## config.mk

```make
export PLATFORM = sky130hd
export DESIGN_NAME = piece_event_scheduler
export DESIGN_NICKNAME = d
export VERILOG_FILES = /design/src/rtl/piece_evt_pkg.sv /design/src/rtl/piece_debouncer.sv /design/src/rtl/piece_event_scheduler.sv
export SDC_FILE = /design/constraint.sdc
export NUM_CORES = 1
export LEC_CHECK = 0
export CORE_ASPECT_RATIO = 1.2
export CORE_MARGIN = 10
export CORE_UTILIZATION = 30
export CTS_BUF_LIST = sky130_fd_sc_hd__clkbuf_4
export DETAILED_ROUTE_END_ITERATION = 8
export GPL_TIMING_DRIVEN = 0
export PLACE_DENSITY = 0.51
export SETUP_SLACK_MARGIN = 0.2
export SYNTH_ARGS = -nofsm -noshare
export SYNTH_HDL_FRONTEND = slang
export SYNTH_SLANG_ARGS = --single-unit
```

## constraint.sdc

```tcl
create_clock -name i_clk -period 5.1 [get_ports i_clk]
set_input_delay 0.765 -clock i_clk [delete_from_list [all_inputs] [get_ports i_clk]]
set_output_delay 0.765 -clock i_clk [all_outputs]
set_load 0.02 [all_outputs]
```

## src/rtl/piece_evt_pkg.sv

```systemverilog
// Shared types for the piece event scheduler: FSM states, grid geometry,
// the event record and a lowest-set-bit helper.
package piece_evt_pkg;

  localparam int ROW_W  = 3;
  localparam int COL_W  = 3;
  localparam int GRID_W = 64;

  typedef enum logic [1:0] {
    IDLE  = 2'd0,
    SCAN  = 2'd1,
    OFFER = 2'd2
  } state_t;

  typedef struct packed {
    logic [ROW_W-1:0] row;
    logic [COL_W-1:0] col;
    logic             pressed;
  } evt_t;

  // Lowest set bit of a row; returns 0 for an empty row.
  function automatic logic [COL_W-1:0] lowest_bit(input logic [7:0] v);
    lowest_bit = '0;
    for (int i = 7; i >= 0; i--) begin
      if (v[i]) lowest_bit = COL_W'(i);
    end
  endfunction

endpackage

```

## src/rtl/piece_debouncer.sv

```systemverilog
// Periodic whole-grid sampler and debouncer: the stable grid only follows a
// snapshot after DEBOUNCE_TICKS consecutive identical samples.
module piece_debouncer
  import piece_evt_pkg::*;
#(
  parameter int TICK_DIV       = 16,
  parameter int DEBOUNCE_TICKS = 4
) (
  input  logic              i_clk,
  input  logic              i_rst_n,
  input  logic [GRID_W-1:0] i_grid,
  output logic [GRID_W-1:0] o_stable,
  output logic              o_stable_upd
);

  localparam logic [3:0] STAB_MAX = 4'(DEBOUNCE_TICKS - 1);

  logic [TICK_DIV-1:0] r_tick;
  logic [GRID_W-1:0]   r_prev;
  logic [GRID_W-1:0]   r_stable;
  logic [3:0]          r_stab;
  logic                r_upd;
  logic                w_wrap;

  assign w_wrap       = &r_tick;
  assign o_stable     = r_stable;
  assign o_stable_upd = r_upd;

  always_ff @(posedge i_clk or negedge i_rst_n) begin
    if (!i_rst_n) begin
      r_tick   <= '0;
      r_prev   <= '0;
      r_stable <= '0;
      r_stab   <= '0;
      r_upd    <= 1'b0;
    end else begin
      r_tick <= r_tick + 1'b1;
      r_upd  <= 1'b0;
      if (w_wrap) begin
        if (i_grid != r_prev) begin
          r_prev <= i_grid;
          r_stab <= '0;
        end else if (r_stab != STAB_MAX) begin
          // Commit exactly once, on the sample that reaches saturation.
          r_stab <= r_stab + 4'd1;
          if (r_stab + 4'd1 == STAB_MAX) begin
            r_stable <= r_prev;
            r_upd    <= 1'b1;
          end
        end
      end
    end
  end

endmodule

```

## src/rtl/piece_event_scheduler.sv

```systemverilog
// Turns debounced grid changes into single press/release events, round-robin
// across rows. Optional event counter enabled by macro PIECE_EVT_COUNT_EN.
// Handshake: o_evt_valid stays high with row/col/pressed frozen until a cycle
// with i_evt_ready high; the event is consumed on that clock edge.
module piece_event_scheduler
  import piece_evt_pkg::*;
#(
  parameter int TICK_DIV       = 16,
  parameter int DEBOUNCE_TICKS = 4
) (
  input  logic             i_clk,
  input  logic             i_rst_n,
  input  logic [7:0]       i_pieces0,
  input  logic [7:0]       i_pieces1,
  input  logic [7:0]       i_pieces2,
  input  logic [7:0]       i_pieces3,
  input  logic [7:0]       i_pieces4,
  input  logic [7:0]       i_pieces5,
  input  logic [7:0]       i_pieces6,
  input  logic [7:0]       i_pieces7,
  output logic             o_evt_valid,
  input  logic             i_evt_ready,
  output logic [ROW_W-1:0] o_evt_row,
  output logic [COL_W-1:0] o_evt_col,
  output logic             o_evt_pressed,
  output logic             o_busy,
  output logic [1:0]       o_dbg_state
`ifdef PIECE_EVT_COUNT_EN
  ,
  output logic [15:0]      o_evt_count
`endif
);

  logic [GRID_W-1:0] w_grid;
  logic [GRID_W-1:0] w_stable;
  logic              w_stable_upd;
  logic [GRID_W-1:0] w_diff;
  logic [7:0]        w_row_diff;
  logic [COL_W-1:0]  w_col;

  state_t            r_state, w_state_nxt;
  logic [ROW_W-1:0]  r_rp, w_rp_nxt;
  logic [2:0]        r_empty, w_empty_nxt;
  evt_t              r_evt, w_evt_nxt;
  logic [GRID_W-1:0] r_rep;
  logic              w_accept;

  assign w_grid = {i_pieces7, i_pieces6, i_pieces5, i_pieces4,
                   i_pieces3, i_pieces2, i_pieces1, i_pieces0};

  piece_debouncer #(
    .TICK_DIV       (TICK_DIV),
    .DEBOUNCE_TICKS (DEBOUNCE_TICKS)
  ) u_debouncer (
    .i_clk        (i_clk),
    .i_rst_n      (i_rst_n),
    .i_grid       (w_grid),
    .o_stable     (w_stable),
    .o_stable_upd (w_stable_upd)
  );

  assign w_diff     = w_stable ^ r_rep;
  assign w_row_diff = w_diff[{r_rp, 3'b000} +: 8];
  assign w_col      = lowest_bit(w_row_diff);

  always_comb begin
    w_state_nxt = r_state;
    w_rp_nxt    = r_rp;
    w_empty_nxt = r_empty;
    w_evt_nxt   = r_evt;
    w_accept    = 1'b0;
    case (r_state)
      IDLE: begin
        if (|w_diff) begin
          w_state_nxt = SCAN;
          w_empty_nxt = '0;
        end
      end
      SCAN: begin
        if (|w_row_diff) begin
          w_evt_nxt.row     = r_rp;
          w_evt_nxt.col     = w_col;
          w_evt_nxt.pressed = w_stable[{r_rp, w_col}];
          w_state_nxt       = OFFER;
        end else begin
          w_rp_nxt = r_rp + 1'b1;
          // A fresh snapshot may have touched rows already passed: restart the pass.
          if (w_stable_upd) begin
            w_empty_nxt = '0;
          end else if (r_empty == 3'd7) begin
            w_state_nxt = IDLE;
            w_empty_nxt = '0;
          end else begin
            w_empty_nxt = r_empty + 3'd1;
          end
        end
      end
      OFFER: begin
        if (i_evt_ready) begin
          w_accept    = 1'b1;
          w_state_nxt = SCAN;
          w_empty_nxt = '0;
        end
      end
      default: w_state_nxt = IDLE;
    endcase
  end

  always_ff @(posedge i_clk or negedge i_rst_n) begin
    if (!i_rst_n) begin
      r_state <= IDLE;
      r_rp    <= '0;
      r_empty <= '0;
      r_evt   <= '0;
      r_rep   <= '0;
    end else begin
      r_state <= w_state_nxt;
      r_rp    <= w_rp_nxt;
      r_empty <= w_empty_nxt;
      r_evt   <= w_evt_nxt;
      if (w_accept) r_rep[{r_evt.row, r_evt.col}] <= r_evt.pressed;
    end
  end

`ifdef PIECE_EVT_COUNT_EN
  logic [15:0] r_evt_count;

  always_ff @(posedge i_clk or negedge i_rst_n) begin
    if (!i_rst_n) r_evt_count <= '0;
    else if (w_accept) r_evt_count <= r_evt_count + 16'd1;
  end

  assign o_evt_count = r_evt_count;
`endif

  assign o_evt_valid   = (r_state == OFFER);
  assign o_evt_row     = r_evt.row;
  assign o_evt_col     = r_evt.col;
  assign o_evt_pressed = r_evt.pressed;
  assign o_busy        = (r_state != IDLE);
  assign o_dbg_state   = r_state;

endmodule
```

After elaboration in Yosys (flattened, before gate mapping)
Cells that the tools add are included.
{"block": "classes", "n_addsub": 4, "magnitude_cmp": 3, "n_eq_ne": 11, "shifts": 1, "n_mux": 33, "n_bitwise": 3, "reduce_logical": 15}
{"cell": "bitwise mux 64 bit", "count": 1}
{"cell": "!= test 64 bit", "count": 1}
{"cell": "OR reduction 64 bit", "count": 1}
{"cell": "indexed part select 64 x 7 -> 8 bit", "count": 1}
{"cell": "XOR 64 bit", "count": 1}
{"cell": "2-to-1 mux 3 bit", "count": 13}
{"cell": "AND reduction 17 bit", "count": 2}
{"cell": "AND reduction 19 bit", "count": 1}
{"cell": "adder 16 x 1 -> 16 bit (second input constant)", "count": 1}
{"cell": "AND reduction 16 bit", "count": 1}
{"cell": "< comparator 6 x 7 -> 1 bit (second input constant)", "count": 2}
{"cell": "2-to-1 mux 2 bit", "count": 5}
{"cell": "one-hot mux 3 bit (3 select lines)", "count": 1}
{"cell": "2-to-1 mux 1 bit", "count": 8}
{"cell": "2-to-1 mux 4 bit", "count": 2}
{"cell": "AND reduction 4 bit", "count": 2}
{"cell": "OR reduction 8 bit", "count": 1}
{"cell": "adder 3 x 1 -> 3 bit (second input constant)", "count": 2}
{"cell": "binary-select mux 1 bit (select 6 bit)", "count": 1}
{"cell": "demux 1 bit (select 6 bit)", "count": 1}
{"cell": ">= comparator 6 x 1 -> 1 bit (second input constant)", "count": 1}
{"cell": "!= test 3 bit (second input constant)", "count": 2}
{"cell": "one-hot mux 2 bit (3 select lines)", "count": 1}
{"cell": "adder 4 x 1 -> 4 bit (second input constant)", "count": 1}
{"cell": "13 further kinds", "count": 17}
{"block": "word_totals", "register_bits": 228, "inputBits": 67, "out_inout_bits": 11, "wordCells": 82}

Depth between registers and ports, before layout
Gate-level depths: netlist of the first run.
{"block": "logic_depth", "depth_word": 12, "depth_mapped": 13, "mapped_depth_nobuf": 10}

Hierarchy
Synthesis of the first run repeated with hierarchy kept, for this count alone.
{"block": "hier_totals", "cells_unflattened": 987, "area_unflattened_um2": 11999.0}
{"module": "piece_debouncer", "instances": 1, "cells_each": 445, "area_per_inst_um2": 6433.7, "seq_area_each_um2": 3728.6}
{"module": "piece_event_scheduler", "instances": 1, "cells_each": 542, "area_per_inst_um2": 5565.3, "seq_area_each_um2": 1976.9}

Least setup slack after synthesis of the first run
No wires, ideal clock.
{"block": "synth_path", "path_kind": "input to register", "start": "input port i_pieces5[7]", "end": "register u_debouncer.r_stable[34], in the netlist u_debouncer.o_stable[34]", "setup_ps": 125, "arrival_time_ps": 3187, "required_ps": 4975, "slack_ps": 1789, "path_stages": 10, "n_path_buf": 2, "path_cell_list": "a22o_1 nor4_1 nand4_1 nor4_1 nand3_1 or3b_2 nor2_1 buf_2 buf_2 mux2_2"}
{"block": "synth_via", "elab_chain_len": 3}
{"element": "start, declared", "line": "piece_event_scheduler.sv:18", "rtl": "input logic [7:0] i_pieces5,"}
{"element": "!= test 64 bit", "line": "piece_debouncer.sv:40", "rtl": "if (i_grid != r_prev) begin"}
{"element": "NOT 1 bit (no line)"}
{"element": "AND reduction 19 bit (no line)"}
{"element": "end signal, assigned", "line": "piece_debouncer.sv:47", "rtl": "r_stable <= r_prev;"}
{"element": "end, declared", "line": "piece_debouncer.sv:20", "rtl": "logic [GRID_W-1:0] r_stable;"}
No other way between the ends.
A chain may end at the register's enable or synchronous reset.

Worst setup path after layout of the first run
{"block": "layout_path", "start": "input port i_pieces7[1]", "end": "register u_debouncer.r_stable[29], in the netlist u_debouncer.o_stable[29]"}
{"block": "layout_via", "elab_chain_len": 3}
{"element": "start, declared", "line": "piece_event_scheduler.sv:20", "rtl": "input logic [7:0] i_pieces7,"}
{"element": "!= test 64 bit", "line": "piece_debouncer.sv:40"}
{"element": "NOT 1 bit (no line)"}
{"element": "AND reduction 19 bit (no line)"}
No other way between the ends.

==> results.txt, run 1 <==
The cell type group with the largest total delay on the critical path is simple AND/OR/NAND/NOR gates. The worst setup path startpoint is i_pieces7[1]. The number of cells on the critical path is 11. The number of maximum-capacitance violations came out at 0. The top cell type's share of synthesized area is 0.4807. From bottom edge to top edge, the die measures 237.9 um. The worst max-slew margin expressed relative to the limit is 0.3633. The endpoint identified for the worst register-to-register timing path is u_debouncer.o_stable[29]. The count of buffers added on input and output ports is 77. The via count of the first global-routing pass came to 8855. The net count of the finished layout came out at 1216. The number of failing setup endpoints in the final timing report is 0. In the synthesized netlist, the number of instances is 1000. STA classifies the critical path endpoint as a flip-flop. The placer's final routability congestion estimate came out at 0.9429. The critical path is of the in2reg type. The total congestion overflow after global routing came out at 0.

The number of clock sinks is 228. The initial standard-cell utilization of the core is 0.3048. By count the netlist is led by 228 x sky130_fd_sc_hd__dfrtp_1, 193 x sky130_fd_sc_hd__mux2_2, 77 x sky130_fd_sc_hd__xnor2_1. In this run the worst setup path terminates at u_debouncer.o_stable[29].

The cell area that synthesis handed to floorplanning was 11870 um^2. The share of the clock period used by the worst path after layout is 0.8582. The net count after synthesis came out at 1073.

Counting both buffers and inverters, the worst setup path holds a total of 3. TritonCTS built the clock tree. Summed over all instances, the cell type with the most area after synthesis is sky130_fd_sc_hd__dfrtp_1.

Walking the worst path, the cells encountered are clkdlybuf4s50_1 -> xor2_1 -> nor4_1 -> nand4_1 -> nor4_1 -> nand3_1 -> or3b_2 -> nor2_1 -> buf_2 -> buf_4 -> mux2_2. The remaining number of nets flagged by the antenna check after routing is 0. The worst hold path belongs to the class in2async.

The worst setup path is launched from an input pin. Yosys attributes the largest share of cell area to sky130_fd_sc_hd__dfrtp_1 48%, sky130_fd_sc_hd__mux2_2 18%, sky130_fd_sc_hd__xnor2_1 5.7%. The area of the placeable core is 38940 um^2.

The number of cells after detailed placement came out at 1605. The largest voltage drop on the vdd net came out at 0.0001538 V. The final-report hold violation count is 0. Across all layers, the routed design uses 8343 vias. For this run, the leading register cell type out of synthesis is sky130_fd_sc_hd__dfrtp_1.

The number of standard cells in the final layout excluding fillers is 1713. The clock slew seen by the registers of the worst setup and hold paths came out at 0.06 ns. The overall fraction of global-route tracks in use is 0.1505. In the final layout, the share of cells above drive strength 1 is 0.2968. The slowest stage of the critical path belongs to the cell sky130_fd_sc_hd__nor4_1. Once the clock tree was built, the setup fixing pass inserted 0 buffers.

The tree is rooted in a sky130_fd_sc_hd__clkbuf_4. The most common cell in the synthesized netlist is sky130_fd_sc_hd__dfrtp_1. The number of detailed-route iterations in the first pass came out at 5. The number of enable-type register cells in the synthesized netlist is 0. The post-synthesis area per instance is 11.87 um^2. The clock tree buffer depth is 3. The final hold slack is 0.08961 ns. The worst register-to-register path has a depth of 10. Counting stages on the worst path, the most repeated cell is sky130_fd_sc_hd__nor4_1.

After clock tree synthesis, the repair step resized 0 gates. The cts-stage hold buffer count is 0. The area growth from synthesis to final layout came out at 19.06%. The setup check on the worst reg-to-reg path leaves a slack of 0.77 ns. The worst register-to-register path begins at u_debouncer.r_prev[15]. The latest clock arrival within the worst-skew pair came out at 0.73 ns.

The DRC violation total after the first TritonRoute iteration is 445. The average wire per standard cell is 21.26 um. The final critical-path required period came out at 4.377 ns. The share of synthesized flip-flops with an asynchronous set or reset is 1.000. Dividing total power by cell area gives a power density of 371.7 nW/um^2.

The number of placement rows came out at 79. The required time reported for the critical path endpoint is 5.68 ns. The leakage power summed over all cells came out at 6.247 nW. The total number of H-tree levels came out at 2. The post-synthesis register bit count is 228. The actual transition at the worst max-transition pin came out at 0.9550 ns. The flow ran to the end, and the final reports show no timing, DRC or antenna violations. The number of clock buffers added by TritonCTS is 61. Setup repair after global routing left no endpoint under its margin.

The largest net degree at the start of global routing came out at 117. The vias per cell came out at 4.870. The maximum achievable frequency came out at 228.5 MHz. The number of unique standard cell types used by synthesis is 64. The first-pass GRT wire length is 54940 um. The delay of the slowest cell on the worst path came out at 0.60 ns. The filler cells instantiated in the layout total 3969. The floorplan step defined a die boundary enclosing 47960 um^2.

The data arrival time of the critical path is 4.96 ns. The DRC violation count after routing came out at 0. The width of the chip is 201.6 um. The highest net fanout along the worst path came out at 10. 78 I/O pins were placed. The total of warnings raised by yosys came out at 0. The number of antenna violations at the first check in global routing is 1. The utilization after layout came out at 0.3629. The count of pins over their slew limit is 0. The share of synthesized area occupied by flip-flops and latches is 0.4807.

The final routed wirelength across all metal layers came out at 36430 um. The detailed placement HPWL came out at 28380 um. The final-layout setup total negative slack came out at 0 ns. The final setup skew came out at 0.04091 ns.
==> placed cells by master, fill, tap and decap left out, drive strengths merged, types with 15 or more instances in the layout <==
master / n
nand4: 21
clkbuf: 121
nand2: 77
inv: 24
mux2: 198
o21ai: 37
nand3: 24
dfrtp: 228
xnor2: 77
nor2: 55
buf: 18
nor4: 15
mux2i: 19
clkdlybuf4s50: 76
mux4: 15
xor2: 62
==> state kept, by name, summed over array words and instances (netlist names), 3 cells and up <==
name / flops
r_empty: 3
r_rep: 64
u_debouncer.r_tick: 16
r_rp: 3
u_debouncer.r_prev: 64
o_evt_row: 3
o_evt_col: 3
u_debouncer.r_stab: 4
u_debouncer.o_stable: 64
==> power breakdown <==
part | leakage [nW] | internal, mW | total, mW | switching (mW)
logic | 2.81 | 0.632 | 1.60 | 0.964
registers | 2.97 | 1.92 | 2.03 | 0.110
clock network | 0.473 | 0.856 | 1.63 | 0.770
total | 6.25 | 3.41 | 5.25 | 1.84
==> layer usage <==
| metal | track usage | vias up | routed length, um |
|---|---|---|---|
| li1 | - | 3886 | - |
| met1 | 0.1829 | 4223 | 15960 |
| met2 | 0.2573 | 167 | 17940 |
| met3 | 0.03172 | 67 | 1396 |
| met4 | 0.05633 | 0 | 1131 |
| met5 | 0 | - | 0 |
==> worst min path at each step <==
stage,endpoint,slack [ns],from,cells after the start
global route,u_debouncer.r_prev[55],0.13,i_rst_n,1
detailed placement,u_debouncer.r_tick[0],0.44,u_debouncer.r_tick[0],1
CTS,u_debouncer.o_stable[55],0.08,i_rst_n,1
floorplan,u_debouncer.r_tick[0],0.41,u_debouncer.r_tick[0],1
global placement,u_debouncer.r_tick[0],0.43,u_debouncer.r_tick[0],1
finish,u_debouncer.o_stable[55],0.09,i_rst_n,1
==> cell type report <==
type	count	area [um^2]	share of cell area
well taps	526	658.1	0.04657
clock inverters	9	47.55	0.003364
clock buffers	97	728.2	0.05153
repair buffers	80	815.8	0.05772
plain buffers	38	187.7	0.01328
inverters	24	92.59	0.006552
multi-input cells	710	5894	0.4171
diodes	1	2.502	0.0001771
flip-flops and latches	228	5705	0.4037
==> worst register-to-register path: cells and delay by family, from the launching register on <==
family	cells	cell delay (ns)
xor gates and xnor gates	1	0.17
buffers and inverters	2	0.61
DFF	1	0.41
muxes	1	0.35
and+or+nand+nor	6	2.64
==> metrics by stage <==
stage	setup slack [ns]	power (mW)	area (um^2)
3_3_place_gp	-6.972	3.649	13300
3_5_place_dp	-0.1480	3.655	13340
2_1_floorplan	1.789	3.064	11870
4_1_cts	0.5789	5.327	14120
6_report	0.7230	5.253	14130
5_1_grt	0.5245	5.558	14130
==> logic make-up (layout without fill, tap and decap cells) <==
group           after synthesis  after routing  synth area share
xor+xnor                    139            139            0.1026
simple gates                246            246            0.1037
mux                         232            232            0.2340
buf+inv                      62            248           0.02361
other cells                   0              1                 0
compound gates               87             87           0.04912
flops                       228            228            0.4807
fa+ha+maj                     6              6          0.006324
(Power assumes the default switching activity.)
==> run 2, diff against run 1 <==
RECOVER_POWER = 100   (was default)
==> run 2 against run 1 <==
Net effect:
- clock power about the same
- register-to-register slack lost 0.18 ns
- sequential cell count unchanged
- fmax shrank 4.1%
- sequential share of layout area is 0.17 points higher
- non-clock buffer count is the same
- sequential power is essentially flat
- the run now ends with max-capacitance violations, max-slew violations left
- worst hold slack gained 0.36 ns
- clock-buffer cell count is the same
- worst setup slack worse by 0.19 ns
==> results.txt, run 2 (synthesized netlist as in run 1, its figures left out) <==
The tightest min-delay check is of the reg2reg type. Clock tree synthesis selected as its root buffer the cell sky130_fd_sc_hd__clkbuf_4. The reg-to-reg critical path endpoint is u_debouncer.o_stable[6].

The number of standard cells in the final layout excluding fillers came out at 1713 (unchanged). The detailed-routed wire length on met2 came to 18000 um (+0.32%). The largest voltage drop on the vdd net came to 0.0001532 V (-0.37%). The cts-stage hold buffer count came out at 0 (unchanged). The utilization after layout came to 0.3614 (-0.001510). The die extent in y came out at 237.9 um (unchanged). The latest clock arrival within the worst-skew pair came out at 0.74 ns (about the same). The timing endpoint of the critical path is u_debouncer.o_stable[6]. The final critical-path required period is 4.562 ns (+0.1851 ns). The data arrival time of the critical path came out at 5.15 ns (+0.19 ns). The first-pass GRT wire length is 54940 um (unchanged).

Traced cell by cell, the critical path runs through clkdlybuf4s50_1 -> xor2_1 -> nor4_1 -> nand4_1 -> nor4_1 -> nand3_1 -> or3b_2 -> nor2_1 -> clkbuf_1 -> mux2_2. The number of cells after detailed placement is 1605 (unchanged). The area of the placeable core is 38940 um^2 (unchanged). The vias per cell came out at 4.896 (+0.53%).

The final routed wirelength across all metal layers came out at 36450 um (about the same). The number of failing setup endpoints in the final timing report is 0 (unchanged). The leakage power summed over all cells is 6.209 nW (-0.62%). The number of placement rows came out at 79 (unchanged).

The largest net degree at the start of global routing came out at 117 (unchanged). The critical path starts at i_pieces7[1]. The worst max-slew margin expressed relative to the limit is -0.9408 (-1.304). The via count of the first global-routing pass came out at 8855 (unchanged).

The final hold slack came out at 0.4460 ns (+0.3564 ns). The cell area after layout came out at 14070 um^2 (-0.42%). The critical path is of the in2reg type. The share of the clock period used by the worst path after layout is 0.8945 (+0.03629). The maximum achievable frequency came out at 219.2 MHz (-4.1%).

The count of input and output buffers came to 77 (unchanged). The remaining number of nets flagged by the antenna check after routing came to 0 (unchanged). The register-to-register setup slack is 0.59 ns (-0.18 ns). After detailed routing, no signal wire sits above met4.

The final setup skew came to 0.04434 ns (+0.003426 ns). In the layout the commonest cells are 228 x sky130_fd_sc_hd__dfrtp_1, 193 x sky130_fd_sc_hd__mux2_2, 98 x sky130_fd_sc_hd__clkbuf_4. The share of final-layout standard cells stronger than drive strength 1 was 0.2875 (-0.009275). The number of detailed-route iterations in the first pass came to 5 (unchanged). The checks that failed: max-capacitance violations, max-slew violations. The total congestion overflow after global routing is 0 (unchanged). For this design, the slowest cell found on the critical path is sky130_fd_sc_hd__clkbuf_1. The placer's final routability congestion estimate is 0.9429 (unchanged). The startpoint of the worst register-to-register path is u_debouncer.r_prev[15]. The DRC violation total after the first TritonRoute iteration is 401 (-9.9%). The count of buffer and inverter cells on the critical path is 2 (-1).

The number of maximum-capacitance violations is 2 (+2). The detailed-route wire length on metal 1 came out at 15860 um (-0.61%). The number of antenna violations at the first check in global routing is 1 (unchanged).

The final-report hold violation count came out at 0 (unchanged). The average wire per standard cell came out at 21.28 um (about the same). The number of setup buffers added after CTS is 0 (unchanged). The total number of H-tree levels is 2 (unchanged). The required time reported for the critical path endpoint is 5.68 ns (about the same).

The area growth from synthesis to final layout came out at 18.56%. The length in cells of the worst reg-to-reg path is 9 (-1). The detailed placement HPWL is 28380 um (unchanged).

The number of gates given a new drive strength after cts is 0 (unchanged). The highest net fanout along the worst path came to 10 (unchanged). The cell type group with the largest total delay on the critical path is simple AND/OR/NAND/NOR gates.

Setup repair after global routing left no endpoint under its margin. The clock buffer count from CTS came out at 61 (unchanged). The area of the die came to 47960 um^2 (unchanged).

The delay of the slowest cell on the worst path came out at 0.73 ns (+0.13 ns). The cell with the most instances on the worst path is sky130_fd_sc_hd__nor4_1. The worst hold path begins at u_debouncer.r_tick[0].

The routed wire length on met3 came out at 1462 um (+4.7%). The via count of the routed design is 8387 (+0.53%). The overall fraction of global-route tracks in use came out at 0.1505 (unchanged).

The cell area power density came out at 371.6 nW/um^2 (about the same). The net count of the finished layout came to 1216 (unchanged). The placement-stage cell area came to 13340 um^2 (unchanged). The number of filler instances in the final layout came out at 3979 (+0.25%).

The worst setup slack after placement is -0.1480 ns (unchanged). The clock slew seen by the registers of the worst setup and hold paths came to 0.06 ns (about the same). The actual transition at the worst max-transition pin came out at 2.911 ns (+1.956 ns). The worst setup path is captured at a flip-flop. The total chip power came out at 5.230 mW (-0.45%). The run finished, with violations left. The width of the chip is 201.6 um (unchanged). Leaving out fill and tap cells, the most frequent cell in the layout is sky130_fd_sc_hd__dfrtp_1.

The element type at the critical path start is an input pin. The number of clock sinks came out at 228 (unchanged). The count of pins over their slew limit is 231 (+231). The DRC violation count after routing came out at 0 (unchanged).

The clock tree buffer depth is 3 (unchanged). The final-layout setup total negative slack is 0 ns (unchanged). The number of cells on the critical path came out at 10 (-1). The boundary pin count is 78 (unchanged).

The worst-case setup margin in the final layout is 0.5379 ns (-0.1851 ns). The initial standard-cell utilization of the core came to 0.3048 (unchanged). TritonCTS built the clock tree.
## run 2: layout make-up
cell class                 instances  area [um^2]  area share
multi-input combinational        710         5881      0.4179
timing repair buffer              80        780.7     0.05548
buffer                            38        177.7     0.01262
tap                              526        658.1     0.04676
sequential                       228         5705      0.4054
clock buffer                      97        728.2     0.05174
clock inverter                     9        47.55    0.003378
antenna                            1        2.502   0.0001778
inverter                          24        92.59    0.006579
## run 2: worst reg2reg max path: stages, from the launching register on
cell                       delay [ns]
sky130_fd_sc_hd__dfrtp_1         0.41
sky130_fd_sc_hd__xor2_1          0.17
sky130_fd_sc_hd__nor4_1          0.57
sky130_fd_sc_hd__nand4_1         0.31
sky130_fd_sc_hd__nor4_1          0.59
sky130_fd_sc_hd__nand3_1         0.36
sky130_fd_sc_hd__or3b_2          0.55
sky130_fd_sc_hd__nor2_1          0.25
sky130_fd_sc_hd__clkbuf_1        0.73
sky130_fd_sc_hd__mux2_2          0.43
## run 2: layer usage
| metal | track usage | vias to the layer above |
|---|---|---|
| met5 | 0 | - |
| met4 | 0.05633 | 0 |
| met3 | 0.03172 | 65 |
| met2 | 0.2573 | 172 |
| met1 | 0.1829 | 4265 |
| li1 | - | 3885 |
## run 2: worst min path at each step
stage / depth (start not counted) / slack, ns / to
2_1_floorplan: 1 / 0.41 / u_debouncer.r_tick[0]
3_3_place_gp: 1 / 0.43 / u_debouncer.r_tick[0]
3_5_place_dp: 1 / 0.44 / u_debouncer.r_tick[0]
4_1_cts: 1 / 0.08 / u_debouncer.o_stable[55]
5_1_grt: 1 / 0.47 / u_debouncer.r_tick[0]
6_report: 1 / 0.45 / u_debouncer.r_tick[0]
## run 2: report_power, final
| part | internal [mW] | leakage [nW] | switching (mW) |
|---|---|---|---|
| Sequential | 1.92 | 2.97 | 0.110 |
| Clock | 0.856 | 0.473 | 0.771 |
| Combinational | 0.615 | 2.77 | 0.957 |
| Total | 3.39 | 6.21 | 1.84 |
